<file path="config.mk">
export PLATFORM = sky130hd
export DESIGN_NAME = eth_mii_rx
export DESIGN_NICKNAME = d
export VERILOG_FILES = /design/src/rtl/eth_mii_rx.sv
export SDC_FILE = /design/constraint.sdc
export NUM_CORES = 1
export LEC_CHECK = 0
export ABC_AREA = 1
export ABC_CLOCK_PERIOD_IN_PS = 2800
export CAP_MARGIN = 10
export CORE_MARGIN = 2
export CORE_UTILIZATION = 60
export CTS_BUF_LIST = sky130_fd_sc_hd__clkbuf_2
export CTS_CLUSTER_DIAMETER = 60
export DETAILED_ROUTE_END_ITERATION = 10
export GPL_TIMING_DRIVEN = 0
export PLACE_DENSITY = 0.82
export SKIP_CTS_REPAIR_TIMING = 1
export SYNTH_ARGS = -nofsm -noshare
export SYNTH_HDL_FRONTEND = slang
export SYNTH_SLANG_ARGS = --single-unit
</file>
<file path="constraint.sdc">
create_clock -name mii_rx_clk -period 2.8 [get_ports mii_rx_clk]
set_clock_uncertainty 0.05 [all_clocks]
set_input_delay 0.56 -clock mii_rx_clk [delete_from_list [all_inputs] [get_ports mii_rx_clk]]
set_output_delay 0.56 -clock mii_rx_clk [all_outputs]
set_load 0.005 [all_outputs]
</file>
<file path="src/rtl/eth_mii_rx.sv">
// MII receive MAC front end: preamble/SFD hunt, nibble-to-byte assembly,
// on-the-fly CRC-32 and a per-frame status report at end of frame.
// FCS bytes are passed through to the byte stream, not stripped.
module eth_mii_rx #(
    parameter int unsigned MIN_PRE = 4,
    parameter int unsigned MIN_LEN = 64,
    parameter int unsigned MAX_LEN = 1518
) (
    input  logic        mii_rx_clk,
    input  logic        rst,
    input  logic        mii_rx_dv,
    input  logic        mii_rx_er,
    input  logic [3:0]  mii_rx_da,
    output logic [7:0]  rx_data,
    output logic        rx_valid,
    output logic        rx_sof,
    output logic        rx_done,
    output logic [10:0] rx_len,
    output logic        rx_crc_ok,
    output logic        rx_err
);

    localparam logic [31:0] CrcPoly    = 32'hEDB88320;
    localparam logic [31:0] CrcInit    = 32'hFFFFFFFF;
    localparam logic [31:0] CrcResidue = 32'hDEBB20E3;
    localparam logic [3:0]  NibPre     = 4'h5;
    localparam logic [3:0]  NibSfd     = 4'hD;

    typedef enum logic [2:0] {StIdle, StPre, StData, StDone, StDrop} state_e;

    state_e      state_q, state_d;
    logic [3:0]  pre_cnt_q, pre_cnt_d;
    logic [31:0] crc_q, crc_d;
    logic [3:0]  lo_nib_q, lo_nib_d;
    logic        phase_q, phase_d;   // 0: expecting low nibble, 1: high nibble
    logic [10:0] byte_cnt_q, byte_cnt_d;
    logic        er_seen_q, er_seen_d;

    logic [7:0]  data_d;
    logic        valid_d, sof_d, done_d;
    logic [10:0] len_d;
    logic        crc_ok_d, err_d;

    logic        len_short, len_long;

    // Reflected CRC-32 advanced by one nibble, LSB first.
    function automatic logic [31:0] crc_nibble(input logic [31:0] crc, input logic [3:0] nib);
        logic [31:0] c;
        c = crc;
        for (int i = 0; i < 4; i++) begin
            if (c[0] ^ nib[i]) begin
                c = (c >> 1) ^ CrcPoly;
            end else begin
                c = c >> 1;
            end
        end
        return c;
    endfunction

    assign len_short = {21'd0, byte_cnt_q} < MIN_LEN;
    assign len_long  = {21'd0, byte_cnt_q} > MAX_LEN;

    // State register.
    always_ff @(posedge mii_rx_clk) begin
        if (rst) begin
            state_q <= StIdle;
        end else begin
            state_q <= state_d;
        end
    end

    // Datapath registers and registered outputs.
    always_ff @(posedge mii_rx_clk) begin
        if (rst) begin
            pre_cnt_q  <= '0;
            crc_q      <= CrcInit;
            lo_nib_q   <= '0;
            phase_q    <= 1'b0;
            byte_cnt_q <= '0;
            er_seen_q  <= 1'b0;
            rx_data    <= '0;
            rx_valid   <= 1'b0;
            rx_sof     <= 1'b0;
            rx_done    <= 1'b0;
            rx_len     <= '0;
            rx_crc_ok  <= 1'b0;
            rx_err     <= 1'b0;
        end else begin
            pre_cnt_q  <= pre_cnt_d;
            crc_q      <= crc_d;
            lo_nib_q   <= lo_nib_d;
            phase_q    <= phase_d;
            byte_cnt_q <= byte_cnt_d;
            er_seen_q  <= er_seen_d;
            rx_data    <= data_d;
            rx_valid   <= valid_d;
            rx_sof     <= sof_d;
            rx_done    <= done_d;
            rx_len     <= len_d;
            rx_crc_ok  <= crc_ok_d;
            rx_err     <= err_d;
        end
    end

    // Next-state, datapath updates and output strobes.
    always_comb begin
        state_d    = state_q;
        pre_cnt_d  = pre_cnt_q;
        crc_d      = crc_q;
        lo_nib_d   = lo_nib_q;
        phase_d    = phase_q;
        byte_cnt_d = byte_cnt_q;
        er_seen_d  = er_seen_q;
        data_d     = rx_data;
        valid_d    = 1'b0;
        sof_d      = 1'b0;
        done_d     = 1'b0;
        len_d      = rx_len;
        crc_ok_d   = rx_crc_ok;
        err_d      = rx_err;

        unique case (state_q)
            // DONE samples the line exactly like IDLE so a frame may follow
            // after a single dv=0 cycle without losing a preamble nibble.
            StIdle, StDone: begin
                state_d = StIdle;
                if (mii_rx_dv) begin
                    if (mii_rx_da == NibPre) begin
                        state_d   = StPre;
                        pre_cnt_d = 4'd1;
                        er_seen_d = mii_rx_er;
                    end else begin
                        state_d = StDrop;
                    end
                end
            end
            StPre: begin
                if (!mii_rx_dv) begin
                    state_d = StIdle;
                end else begin
                    er_seen_d = er_seen_q | mii_rx_er;
                    if (mii_rx_da == NibPre) begin
                        if (pre_cnt_q != 4'hF) begin
                            pre_cnt_d = pre_cnt_q + 4'd1;
                        end
                    end else if (mii_rx_da == NibSfd && {28'd0, pre_cnt_q} >= MIN_PRE) begin
                        state_d    = StData;
                        crc_d      = CrcInit;
                        phase_d    = 1'b0;
                        byte_cnt_d = '0;
                    end else begin
                        state_d = StDrop;
                    end
                end
            end
            StData: begin
                if (!mii_rx_dv) begin
                    state_d  = StDone;
                    done_d   = 1'b1;
                    len_d    = byte_cnt_q;
                    // A dangling nibble is dropped and invalidates the CRC.
                    crc_ok_d = !phase_q && (crc_q == CrcResidue);
                    err_d    = er_seen_q | phase_q | len_short | len_long;
                end else begin
                    er_seen_d = er_seen_q | mii_rx_er;
                    crc_d     = crc_nibble(crc_q, mii_rx_da);
                    phase_d   = ~phase_q;
                    if (!phase_q) begin
                        lo_nib_d = mii_rx_da;
                    end else begin
                        data_d  = {mii_rx_da, lo_nib_q};
                        valid_d = 1'b1;
                        sof_d   = (byte_cnt_q == 11'd0);
                        if (byte_cnt_q != 11'h7FF) begin
                            byte_cnt_d = byte_cnt_q + 11'd1;
                        end
                    end
                end
            end
            StDrop: begin
                if (!mii_rx_dv) begin
                    state_d = StIdle;
                end
            end
            default: state_d = StIdle;
        endcase
    end

endmodule

</file>
; ---- Yosys cells after proc, flatten, opt, wreduce, memory -nomap -nowiden
; Cells that the tools add are included.
[word_totals]
reg_bits = 80
out_inout_bits = 24
wordCells = 125
[op_classes]
addsub = 2
order_cmp = 3
eq_ne = 23
n_mux = 47
bitwise = 15
n_reduce_logical = 21
[op_table]
columns = op, count
row1 = 32-bit 2-to-1 mux, 14
row2 = 11-bit 2-to-1 mux, 6
row3 = 32-bit case mux with 2 select lines, 1
row4 = 13-bit NOT with 14-bit output, 4
row5 = 32-bit == test (second input constant), 1
row6 = 2-bit inequality test (second input constant), 12
row7 = 11-bit case mux with 2 select lines, 1
row8 = 3-bit 2-to-1 mux, 7
row9 = 4-bit 2-to-1 mux, 5
row10 = 3-bit case mux with 4 select lines, 1
row11 = 11-bit by 1-bit adder with 11-bit output (second input constant), 1
row12 = 11-bit greater-than comparator (second input constant), 1
row13 = 11-bit logical NOT, 1
row14 = 11-bit by 7-bit less-than comparator with 1-bit output (second input constant), 1
row15 = 11-bit inequality test (second input constant), 1
row16 = 1-bit 2-to-1 mux, 9
row17 = 3-bit AND reduction, 3
row18 = 4-bit case mux with 2 select lines, 1
row19 = 7-bit AND reduction, 1
row20 = 3-bit by 2-bit == test with 1-bit output (second input constant), 2
row21 = 6-bit AND reduction, 1
row22 = 2-bit nonzero test, 3
row23 = 2-bit OR reduction, 3
row24 = 5-bit AND reduction, 1
row25 = 20 further kinds, 30

; ---- Longest topological paths before layout
; Gate-level depths: netlist (run 1).
[logic_depth]
ltp_word = 16
mapped_depth = 12
ltp_nobuf = 11

; ---- Least setup slack after synthesis (run 1)
; No wires, ideal clock.
[synth_path]
kind = input port to flip-flop
from = input mii_rx_da[3]
to = register crc_q[5]
t_arrival_ns = 1.489
path_slack_ns = 1.127
stages = 11
path_buffers = 1
path_cell_list = inv_1 nand2_1 nand2_1 inv_1 nand2_1 nand2_1 buf_2 a21oi_1 o21ai_0 nand2_1 nand3_1
[synth_via]
elab_chain_cells = 4
word_cells_on_any_way = 10
cone_classes = 4 x eq/ne / 3 x mux / 1 x bitwise / 2 x reduce/logical
[synth_rtl]
columns = item, line_no
row1 = start: declaration, 13  ; input logic [3:0] mii_rx_da,
row2 = 4-bit == test / 1-bit bitwise XOR (equally long branches), "146, 51"
row3 = 1-bit logical AND / 32-bit 2-to-1 mux (equally long branches), "146, 51"
row4 = 2-bit inequality test (no line) / 32-bit 2-to-1 mux (equally long branches), -
row5 = 5-bit AND reduction (no line) / 32-bit case mux with 2 select lines (equally long branches), -
row6 = end signal: assignment, 76  ; crc_q <= CrcInit;
row7 = end signal: assignment, 90  ; crc_q <= crc_d;
row8 = end: declaration, 33  ; logic [31:0] crc_q, crc_d;
; Several ways; a longest one is shown, not always the timed one. The select of a mux whose other input is x is not followed.
; A chain may end at the register's enable or synchronous reset.

; ---- Worst setup path after layout (run 1)
[layout_path]
from = register rx_len[0]
to = output rx_len[0]
[layout_rtl]
columns = item, line_no
row1 = start: declaration, 18  ; output logic [10:0] rx_len,
row2 = start signal: assignment, 99  ; rx_len <= len_d;
; No word-level cell between the ends.

==> results of run 1 <==
[metal layers]
layer	routed length, microns	global-route usage, %	vias up
met5	0	0	-
met4	245	12.03	0
met3	650	4.171	25
met1	4582	36.45	1917
li1	-	-	2114
met2	5156	49.66	178
[kinds of logic (layout without fill, tap and decap cells)]
logic type | Yosys count | in the layout | share of synthesized area (%)
adder cells (fa/ha/maj) | 3 | 3 | 0.9029
XOR/XNOR | 16 | 16 | 3.371
buffers and inverters | 87 | 133 | 8.968
flip-flops | 80 | 80 | 38.52
AO/OA/AOI/OAI | 110 | 110 | 13.63
AND/OR/NAND/NOR | 324 | 324 | 34.61
[sequential cells by signal (all words and copies together) (netlist names), 3 cells and up]
signal	flops
lo_nib_q	4
crc_q	32
rx_len	11
byte_cnt_q	11
rx_data	8
state_q	3
pre_cnt_q	4
[layout by cell type (no fill, tap or decap), types with 4 or more instances in the layout]
master             n
nand2_2            5
o21ai_0           38
nor2_2             5
clkbuf_2          11
xor2_1            13
buf_4              4
a21oi_1           46
inv_1             51
buf_2              9
inv_2              6
nand2_1          154
o21ai_1           20
nor3_1            11
clkdlybuf4s50_1   30
dfxtp_1           80
nand3_1           63
nor2_1            64
clkbuf_1          12
nand4_1            8
[per-stage QoR]
step	utilization (%)	instance area, sq um	power [mW]	std cells	setup slack, ps
2_1_floorplan	-	4158	3.201	620	1127
3_3_place_gp	67.46	4558	3.674	730	293.8
3_5_place_dp	67.46	4558	3.733	730	298.0
4_1_cts	69.28	4681	4.378	746	710.8
5_1_grt	69.28	4681	4.757	746	653.3
6_report	69.28	4681	4.430	746	719.0
[power by group]
part / total, mW / internal [mW] / switching [mW]
sequential: 1.70 / 1.44 / 0.268
clock: 0.658 / 0.217 / 0.441
combinational: 2.07 / 0.752 / 1.32
[worst max-delay path by stage]
stage | to | depth (start not counted)
2_1_floorplan | crc_q[5]$_SDFFE_PP1P_ | 11
3_3_place_gp | crc_q[21]$_SDFFE_PP1P_ | 11
3_5_place_dp | crc_q[26]$_SDFFE_PP1P_ | 11
4_1_cts | rx_data[0] | 1
5_1_grt | rx_len[9] | 1
6_report | rx_len[0] | 1
[final cells by class]
class	count	area, sq um	area share, %
Clock buffer	9	45.04	0.9623
Sequential cell	80	1602	34.22
Inverter	58	220.2	4.705
Multi-Input combinational cell	453	2183	46.65
Timing Repair Buffer	30	300.3	6.415
Clock inverter	7	77.57	1.657
Buffer	29	152.6	3.261
Tap cell	80	100.1	2.138
==> metrics.yaml, run 1 <==
status: "completed"
critPathKind: "reg2out"
power_density_mw_per_mm2: 946.4
num_rows: 30
grt_pass1_vias: 3819
worstSkewPairLatency_ps: 550
maxCapViolCount: 0
clockRootBuffer: "clkbuf_2"
hold_depth: 2
cp_max_fo: 2
cts_sinks: 80
cts_buffers: 9
setup_tns_ps: 0
synth_cells: 620
die_y_microns: 87.25
rsz0062_at_grt: "false"
synth_top_area_cell: "dfxtp_1"
via_per_inst: 5.676
rrSetupSlack_ps: 880
endpoint_kind: "output pin"
max_slew.worst_pin.slew_ps: 574.5
layout.nets: 672
synth.most_common_cell: "nand2_1"
antenna_found_initial: 0
startpoint_type: "register"
setup_viol: 0
timing.rr.start: "byte_cnt_q[0]$_SDFFE_PP0P_"
synthTopCellsByArea: "dfxtp_1, nand2_1, nand3_1, nor2_1, a21oi_1"
max_freq_mhz: 480.5
core_area_sq_mm: 0.006756
synth_cell_types: 35
ff2ff_path_depth: 10
drt_iter0_markers: 339
grt_first_pass_wirelength_mm: 17.29
die_w_microns: 87.25
wl_mm: 10.64
fin_crit_ps: 2081
first_pass_iters: 5
ant_nets: 0
slew_viol_final: 0
drive_gt1_share_pct: 9.009
post_drt_wl_per_cell_microns: 14.26
cts_tree: "built"
reg2reg_to: "byte_cnt_q[6]$_SDFFE_PP0P_"
antenna_cells: 0
ctsHtreeMaxLevel: 3
ys.flop_type: "dfxtp_1"
fillCellCount: 587
irDropWorstVdd_mv: 0.3967
hold-path-endpoint: "er_seen_q$_SDFFE_PP0P_"
worstPathArrival_ps: 1470
syn-cell-area_sq_mm: 0.004158
fin_hold_ws_ps: 416.9
boundaryPins: 32
synth_area_per_cell_sq_um: 6.706
cp_slowest_cell: "clkdlybuf4s50_1"
startpoint: "rx_len[0]$_SDFFE_PP0P_"
hold_violations: 0
yosys_warnings: 0
vias: 4234
path_delay_family: "buffers and inverters"
synthArstFlopShare_pct: 0
place.gp.congestion: 0.9506
slowest_delay_ps: 510
overflow: 0
syn_nets: 631
path_cells: "clkdlybuf4s50_1"
max-slew-margin-rel_pct: 61.70
portBuffers: 30
grt_max_degree: 16
hpwl_mm: 7.821
yosysSeqAreaShare_pct: 38.52
synth_commonest_cells: "nand2_1, dfxtp_1, nor2_1"
path_clk_slew_ps: 250
area_growth_pct: 12.58
ys_seq_elements: 80
grtUsageTotal_pct: 29.02
period_share_pct: 74.32
clock_path_buffers: 2
synth_edf_count: 0
die_area_sq_mm: 0.007612
power.leakage_nw: 2.014
drc_errors: 0
required_ps: 2190
holdCritStartpoint: "rst"
critPathBufInv: 1
min-delay-path-class: "in2reg"
start_util_pct: 61.54
yosysTopAreaCellShare_pct: 38.52
(Power assumes the default switching activity.)
==> run 2, diff against run 1 <==
--- a/config.mk
+++ b/config.mk
@@ -6,7 +6,7 @@
 export NUM_CORES = 1
 export LEC_CHECK = 0
 export ABC_AREA = 1
-export ABC_CLOCK_PERIOD_IN_PS = 2800
+export ABC_CLOCK_PERIOD_IN_PS = 2100
 export CAP_MARGIN = 10
 export CORE_MARGIN = 2
 export CORE_UTILIZATION = 60
==> constraint.sdc (replaced) <==
create_clock -name mii_rx_clk -period 2.1 [get_ports mii_rx_clk]
set_clock_uncertainty 0.05 [all_clocks]
set_input_delay 0.42 -clock mii_rx_clk [delete_from_list [all_inputs] [get_ports mii_rx_clk]]
set_output_delay 0.42 -clock mii_rx_clk [all_outputs]
set_load 0.005 [all_outputs]
==> results of run 2 <==
The final DEF is identical to that of run 1. Status: completed.
Among the figures that moved: setup slack after placement 298.0 ps -> -262.0 ps; setup slack after layout 719.0 ps -> 159.0 ps; hold slack 416.9 ps -> 276.9 ps; register-to-register setup slack 880 ps -> 180 ps; total power 4.430 mW -> 5.907 mW; worst IR drop on VDD 0.3967 mV -> 0.5289 mV
